### config.mk
export PLATFORM = sky130hd
export DESIGN_NAME = hovalaag_frame_assembler_flat
export DESIGN_NICKNAME = d
export VERILOG_FILES = /design/src/rtl/hovalaag_frame_assembler_if.sv /design/src/rtl/hovalaag_frame_assembler.sv /design/src/flat_wrapper.sv
export SDC_FILE = /design/constraint.sdc
export NUM_CORES = 1
export LEC_CHECK = 0
export BUFFER_PORTS_ARGS = -buffer_cell sky130_fd_sc_hd__clkbuf_2
export CAP_MARGIN = 5
export CORE_MARGIN = 3
export CORE_UTILIZATION = 50
export CTS_BUF_LIST = sky130_fd_sc_hd__clkbuf_4 sky130_fd_sc_hd__clkbuf_8
export DETAILED_ROUTE_END_ITERATION = 8
export GPL_ROUTABILITY_DRIVEN = 0
export HOLD_SLACK_MARGIN = 0.06
export PLACE_DENSITY = 0.85
export SYNTH_ARGS = -nofsm -noshare
export SYNTH_HDL_FRONTEND = slang
export SYNTH_SLANG_ARGS = --single-unit
export TNS_END_PERCENT = 20
### constraint.sdc
create_clock -name clk -period 2.8 [get_ports clk]
set_clock_uncertainty 0.1 [all_clocks]
set_input_delay 0 -clock clk [delete_from_list [all_inputs] [get_ports clk]]
set_output_delay 0 -clock clk [all_outputs]
set_load 0.02 [all_outputs]
### src/rtl/hovalaag_frame_assembler_if.sv
// Producer-to-assembler bus: phase-select/data slice in, assembled frame out.
// Handshake: no ready; a slice is accepted on a rising edge only when addr is the
// expected one-hot phase, and frame_valid pulses for the single cycle a frame lands.
interface hovalaag_frame_assembler_if;
  logic [9:0]  addr;
  logic [5:0]  io_in;
  logic [31:0] instr;
  logic [11:0] in1;
  logic [11:0] in2;
  logic        frame_valid;
  logic        sync_err;
  logic [7:0]  frame_count;
  logic        dbg_state;
  logic [3:0]  dbg_exp;

  modport master (
    output addr, io_in,
    input  instr, in1, in2, frame_valid, sync_err, frame_count, dbg_state, dbg_exp
  );

  modport slave (
    input  addr, io_in,
    output instr, in1, in2, frame_valid, sync_err, frame_count, dbg_state, dbg_exp
  );
endinterface

### src/rtl/hovalaag_frame_assembler.sv
// Assembles ten 6-bit phase slices into a 32-bit instruction and two 12-bit
// operands; outputs update atomically when phase 9 is captured.
module hovalaag_frame_assembler (
  input  logic                           clk,
  input  logic                           reset,
  hovalaag_frame_assembler_if.slave      bus
);
  typedef enum logic {HUNT = 1'b0, ASSEMBLE = 1'b1} state_t;

  state_t      state;
  logic [3:0]  exp;
  logic [31:0] shadow_instr;
  logic [11:0] shadow_in1;
  logic [11:0] shadow_in2;
  logic [9:0]  exp_onehot;

  assign exp_onehot    = 10'd1 << exp;
  assign bus.dbg_state = state;
  assign bus.dbg_exp   = exp;

  always_ff @(posedge clk) begin
    if (reset) begin
      state           <= HUNT;
      exp             <= 4'd0;
      shadow_instr    <= 32'd0;
      shadow_in1      <= 12'd0;
      shadow_in2      <= 12'd0;
      bus.instr       <= 32'd0;
      bus.in1         <= 12'd0;
      bus.in2         <= 12'd0;
      bus.frame_valid <= 1'b0;
      bus.sync_err    <= 1'b0;
      bus.frame_count <= 8'd0;
    end else begin
      bus.frame_valid <= 1'b0;
      case (state)
        HUNT: begin
          // Anything but a clean phase 0 is line noise while hunting, not an error.
          if (bus.addr == 10'd1) begin
            shadow_instr[5:0] <= bus.io_in;
            exp               <= 4'd1;
            state             <= ASSEMBLE;
          end
        end
        ASSEMBLE: begin
          if (bus.addr == exp_onehot) begin
            case (exp)
              4'd1: shadow_instr[11:6]  <= bus.io_in;
              4'd2: shadow_instr[17:12] <= bus.io_in;
              4'd3: shadow_instr[23:18] <= bus.io_in;
              4'd4: shadow_instr[29:24] <= bus.io_in;
              4'd5: shadow_instr[31:30] <= bus.io_in[1:0];
              4'd6: shadow_in1[5:0]     <= bus.io_in;
              4'd7: shadow_in1[11:6]    <= bus.io_in;
              4'd8: shadow_in2[5:0]     <= bus.io_in;
              default: shadow_in2[11:6] <= bus.io_in;
            endcase
            if (exp == 4'd9) begin
              // The phase-9 slice bypasses the shadow so the frame lands this edge.
              bus.instr       <= shadow_instr;
              bus.in1         <= shadow_in1;
              bus.in2         <= {bus.io_in, shadow_in2[5:0]};
              bus.frame_valid <= 1'b1;
              bus.frame_count <= bus.frame_count + 8'd1;
              exp             <= 4'd0;
              state           <= HUNT;
            end else begin
              exp <= exp + 4'd1;
            end
          end else begin
            bus.sync_err <= 1'b1;
            shadow_in1   <= 12'd0;
            shadow_in2   <= 12'd0;
            if (bus.addr == 10'd1) begin
              shadow_instr <= {26'd0, bus.io_in};
              exp          <= 4'd1;
              state        <= ASSEMBLE;
            end else begin
              shadow_instr <= 32'd0;
              exp          <= 4'd0;
              state        <= HUNT;
            end
          end
        end
        default: begin
          exp   <= 4'd0;
          state <= HUNT;
        end
      endcase
    end
  end
endmodule

### src/flat_wrapper.sv
// flat-port wrapper written by rule: the top's interface ports become plain ports
module hovalaag_frame_assembler_flat 
  (clk, reset, bus_addr, bus_io_in, bus_instr, bus_in1, bus_in2, bus_frame_valid, bus_sync_err, bus_frame_count, bus_dbg_state, bus_dbg_exp);
  hovalaag_frame_assembler_if bus_i ();
  input  logic clk;
  input  logic reset;
  input wire logic [$bits(bus_i.addr)-1:0] bus_addr;
  input wire logic [$bits(bus_i.io_in)-1:0] bus_io_in;
  output wire logic [$bits(bus_i.instr)-1:0] bus_instr;
  output wire logic [$bits(bus_i.in1)-1:0] bus_in1;
  output wire logic [$bits(bus_i.in2)-1:0] bus_in2;
  output wire logic [$bits(bus_i.frame_valid)-1:0] bus_frame_valid;
  output wire logic [$bits(bus_i.sync_err)-1:0] bus_sync_err;
  output wire logic [$bits(bus_i.frame_count)-1:0] bus_frame_count;
  output wire logic [$bits(bus_i.dbg_state)-1:0] bus_dbg_state;
  output wire logic [$bits(bus_i.dbg_exp)-1:0] bus_dbg_exp;
  assign bus_i.addr = bus_addr;
  assign bus_i.io_in = bus_io_in;
  assign bus_instr = bus_i.instr;
  assign bus_in1 = bus_i.in1;
  assign bus_in2 = bus_i.in2;
  assign bus_frame_valid = bus_i.frame_valid;
  assign bus_sync_err = bus_i.sync_err;
  assign bus_frame_count = bus_i.frame_count;
  assign bus_dbg_state = bus_i.dbg_state;
  assign bus_dbg_exp = bus_i.dbg_exp;
  hovalaag_frame_assembler u_core (.clk(clk), .reset(reset), .bus(bus_i));
endmodule
Yosys cells after proc, flatten, opt, wreduce, memory -nomap -nowiden. Cells that the tools add are included.

Output and inout bits: 71. Register bits after elaboration: 121. Input port bits: 18. Logic and storage cells: 80.

Shift operators: 1. Multiplexer cells: 25. Reduce and logical (&&, ||, !) cells: 12. Bitwise operators: 2. Add/sub/neg operators: 2. Equal/unequal tests: 21.

Operators with widths (count): 6-bit two-way mux (11); 26-bit two-way mux (1); 2-bit AND reduction (10); 2-bit inequality test, second input constant (9); 4-bit by 3-bit == test with 1-bit output, second input constant (4); 12-bit two-way mux (1); 4-bit two-way mux (3); 6-bit case mux with 2 select lines (1); 10-bit by 1-bit == test with 1-bit output, second input constant (1); 10-bit == test (1); 1-bit by 4-bit << shifter with 10-bit output, first input constant (1); 8-bit by 1-bit adder with 8-bit output, second input constant (1); 4-bit by 2-bit == test with 1-bit output, second input constant (2); 4-bit == test, second input constant (2); 4-bit case mux with 2 select lines (1); 1-bit two-way mux (5); 4-bit by 1-bit adder with 4-bit output, second input constant (1); 4-bit by 1-bit == test with 1-bit output, second input constant (1); 3-bit AND reduction (1); 3-bit OR reduction (1); 2-bit two-way mux (1); 2-bit by 1-bit inequality test with 1-bit output, second input constant (1); 1-bit NOT (2); 1-bit case mux with 2 select lines (1).

Depth between registers and ports, before layout.
Depth in word-level cells: 4. Mapped depth: 12. Gate-level depth less buffers: 8.

Least setup slack after synthesis. No wires, ideal clock.

Kind: register to register. From: register u_core.exp[1], in the netlist u_core.bus.dbg_exp[1]. To: register u_core.bus.frame_count[5]. Path buffers: 2. Path slack: -204 ps. Period minus slack after synthesis: 3004 ps. Arrival time: 2833 ps. Library setup time: 70 ps. Data required time: 2630 ps. Stages on the path, launching flop included: 11. Path through: dfxtp_1 clkbuf_1 and2_1 ha_1 nor2b_1 xnor2_1 nand4_1 or4_1 buf_2 or4_1 a21oi_1.

Word-level cells in the longest chain between the ends: 3. Elaborated cells between the ends (all ways): 4. Those cells by class: eq/ne (2); shift (1); reduce/logical (1).

Ends and longest elaborated chain: start: declaration (line hovalaag_frame_assembler.sv:11) `logic [3:0] exp;`; start signal: assignment (line hovalaag_frame_assembler.sv:68) `exp <= exp + 4'd1;`; 1-bit by 4-bit << shifter with 10-bit output (line hovalaag_frame_assembler.sv:17) `assign exp_onehot = 10'd1 << exp;`; 10-bit == test (line hovalaag_frame_assembler.sv:46) `if (bus.addr == exp_onehot) begin`; 3-bit AND reduction (no source line) *; end signal: assignment (line hovalaag_frame_assembler.sv:64) `bus.frame_count <= bus.frame_count + 8'd1;`; end: declaration (line hovalaag_frame_assembler_if.sv:23) `output instr, in1, in2, frame_valid, sync_err, frame_count, dbg_state, dbg_exp`.

Mark *: on every way between the ends. The rest lies on a longest branch, timed or not. A chain may end at the register's enable or synchronous reset.

Worst setup path after layout.
From: register u_core.exp[0], in the netlist u_core.bus.dbg_exp[0]. To: register u_core.bus.frame_count[4].

The elaborated chain is that of the path after synthesis.

==> summary.md <==
| Metric | Value |
|---|---|
| Iteration-0 DRC count of the detailed router | `352` |
| Post-synthesis to final-layout area growth | `25.6%` |
| Clock Tree Root | `clkbuf_8` |
| Total nets after synthesis | `533` |
| Most utilized layer in the global route result | `met2` |
| Cell area after layout | `6220 sq um` |
| DRT Pass-1 Iters | `6` |
| Number of buffers added on ports | `88` |
| Worst vdd ir | `0.366 mV` |
| Asr flop ratio synth | `0%` |
| Final Hold Fails | `0` |
| Post-Route WL | `13800 microns` |
| Data required time at the worst endpoint | `3.06 ns` |
| Skew-Pair Late Insertion Delay | `0.43 ns` |
| Hold Crit Class | `primary input to flop` |
| Post-Route Setup TNS | `0 ns` |
| I/O pin count | `89` |
| Placed cells | `706` |
| Congestion Overflow GR | `0` |
| WL/cell | `18.4 microns` |
| Fraction of layout cells with a size suffix above 1 | `31.9%` |
| Number of global-route vias before repair | `4323` |
| FF+latch count, synth | `121` |
| Run status | `completed` |
| Standby leakage power | `0.00251 uW` |
| Initial cell density of the core | `52.7%` |
| Num CTS Buffers | `17` |
| Post-synthesis average cell area | `9.68 sq um` |
| Unrepaired setup endpoints after global routing | `yes` |
| Global-route wire length before repair | `21600 microns` |
| Clock tree from TritonCTS | `built` |
| Number of failing setup endpoints in the final timing report | `0` |
| Row count | `35` |
| Top_reg_cell synth | `dfxtp_1` |
| Final clock period utilization by the worst path | `98.5%` |
| Max Clock Freq | `0.363 GHz` |
| Fraction of met1 tracks used by global routing | `30.4%` |
| Final period demand of the worst path | `2.76 ns` |
| Crit path launch type | `flop` |
| Number of warnings issued by yosys | `0` |
| Total power draw | `3570 uW` |
| Chip height | `106 microns` |
| Total Routing Usage GR | `23.9%` |
| Sinks on Clock Net | `121` |
| Pin count of the biggest net entering global routing | `59` |
| Full die area | `11100 sq um` |
| Commonest non-fill, non-tap cells in the layout | `118 x dfxtp_1, 88 x clkbuf_2, 57 x nand2_1, 34 x a31o_2, 33 x nor3b_1` |
| Share of Yosys cell area claimed by the top area cell type | `48.9%` |
| Cell type with the largest total area after synthesis | `dfxtp_1` |
| Pwr per Cell Area | `574 nW/um^2` |
| Maximum clock path buffer count | `2` |
| Final HPWL DP | `8830 microns` |
| Post-DP Area | `5560 sq um` |
| Max Cap Violations | `0` |
| Transition at the pin with the smallest max-transition slack | `0.625 ns` |
| Critical path arrival | `3.02 ns` |
| Vias per Instance | `6.10` |
| Setup Crit Path Kind | `flop to flop` |
| H-tree lvl count | `4` |
| Max Slew Vio Count | `0` |
| Ranking of synthesized cells by area | `dfxtp_1 49%, a31o_2 6.0%, nor3b_1 5.5%` |
| Remaining antenna violation count | `0` |
| Summed instance area of the synthesized netlist | `4960 sq um` |
| Die Width | `106 microns` |
| Sort of element at the end of the critical path | `flop` |
| Met3 GRT Util | `6.55%` |
| Count of inserted antenna diode cells | `0` |
| Placeable Area | `9420 sq um` |
| Number of flops mapped to enable cells by yosys | `0` |
| Number of antenna violations at the first check in global routing | `0` |
| Met2 Track Usage GR | `38.2%` |
| Most frequent standard cell in the layout excluding fill and tap cells | `dfxtp_1` |
| Post-synthesis sequential area ratio | `48.9%` |
| Clock-pin transition on the worst setup and hold timing paths | `0.07 ns` |
| Count of mapped cells out of synthesis | `512` |
| DRC | `0` |
| Total Nets Final | `633` |
| Count of different cell masters after synthesis | `50` |
| Largest fanout of any net on the critical path | `8` |
| Worst slew margin | `58.4%` |
| Vias after detailed routing | `4596` |
| Post-route insts no fill | `753` |
[Yosys cell counts (8+ instances only)]
| cell type | instances |
|---|---|
| nand3_1 | 17 |
| o22ai_1 | 18 |
| nand2_1 | 57 |
| nor3b_1 | 36 |
| nor2b_1 | 9 |
| nor2_1 | 12 |
| mux2i_1 | 18 |
| and3_1 | 10 |
| dfxtp_1 | 121 |
| or4_1 | 8 |
| a31o_2 | 34 |
| o2bb2ai_1 | 18 |
| o31ai_1 | 8 |
| a32oi_1 | 12 |
| o21ai_0 | 11 |
| clkbuf_1 | 32 |
| a21oi_1 | 12 |
[cell type report]
class                           instances  area, sq um
Multi-Input combinational cell        343         2400
Tap cell                              129          161
Timing Repair Buffer                  122          763
Inverter                                7         26.3
Clock buffer                           18          248
Clock inverter                         13          193
Fill cell                             721         3190
Sequential cell                       121         2430
[final timing paths]
kind                               from                        end  slack, ns  cells past startpoint
setup / recovery  u_core.bus.dbg_exp[0]  u_core.bus.frame_count[4]       0.04                      7
hold / removal              bus_addr[9]      u_core.bus.dbg_exp[2]       0.06                      5
setup reg to reg  u_core.bus.dbg_exp[0]  u_core.bus.frame_count[4]       0.04                      7
hold reg to reg     u_core.bus.sync_err        u_core.bus.sync_err       0.35                      2
[sequential cells by signal, summed over array words and instances (netlist names)]
register and flops:
u_core.bus.sync_err 1, u_core.shadow_instr 32, u_core.bus.in1 12, u_core.shadow_in2 6, u_core.shadow_in1 12, u_core.bus.dbg_exp 4, u_core.bus.in2 12, u_core.bus.frame_valid 1
u_core.bus.dbg_state 1, u_core.bus.instr 32, u_core.bus.frame_count 8
[stage by stage]
| stage | utilization [%] | hold slack [ns] | worst slack, ns |
|---|---|---|---|
| 2_1_floorplan | - | 0.119 | 0.00115 |
| 3_3_place_gp | 59.0 | 0.299 | 0.130 |
| 3_5_place_dp | 59.0 | 0.295 | 0.0611 |
| 4_1_cts | 65.0 | 0.0678 | -0.000685 |
| 5_1_grt | 66.1 | 0.125 | -0.0809 |
| 6_report | 66.1 | 0.0621 | 0.0416 |
[layer usage]
layer	wire, microns	vias up	share of wire [%]
met4	434	0	3.1
met3	994	50	7.2
met1	5790	2192	42
met2	6610	230	48
li1	-	2124	-
met5	0	-	0
[worst max-delay path, stage by stage (launching register included)]
cell	delay, ns
dfxtp_2	0.36
or4b_4	0.59
a2bb2oi_2	0.20
nand4_2	0.20
or4_4	0.57
buf_4	0.18
or3_1	0.37
a21oi_2	0.12
[repair_timing]
item / CTS / global route
resized for setup: 0 / 15
pin swaps: 0 / 6
setup endpoints to repair: 1 / 73
hold buffers: 12 / 0
buffers inserted: 0 / 4
endpoints found under the hold margin: 42 / 0
[where the power goes]
group	internal (uW)	switching, uW	total [uW]
Combinational	39.3	85.5	125
Clock	997	733	1730
Sequential	1720	0.116	1720
Total	2760	819	3570
[cells by family after synthesis]
logic type	count (synthesis)	share of synthesized area [%]
adder cells (fa/ha/maj)	3	0.757
flip-flops	121	48.9
buffers and inverters	48	3.94
XOR/XNOR	3	0.530
AO/OA/AOI/OAI	135	21.3
multiplexers	18	3.63
AND/OR/NAND/NOR	184	20.9
No activity file was read; power rests on OpenSTA's default activity.
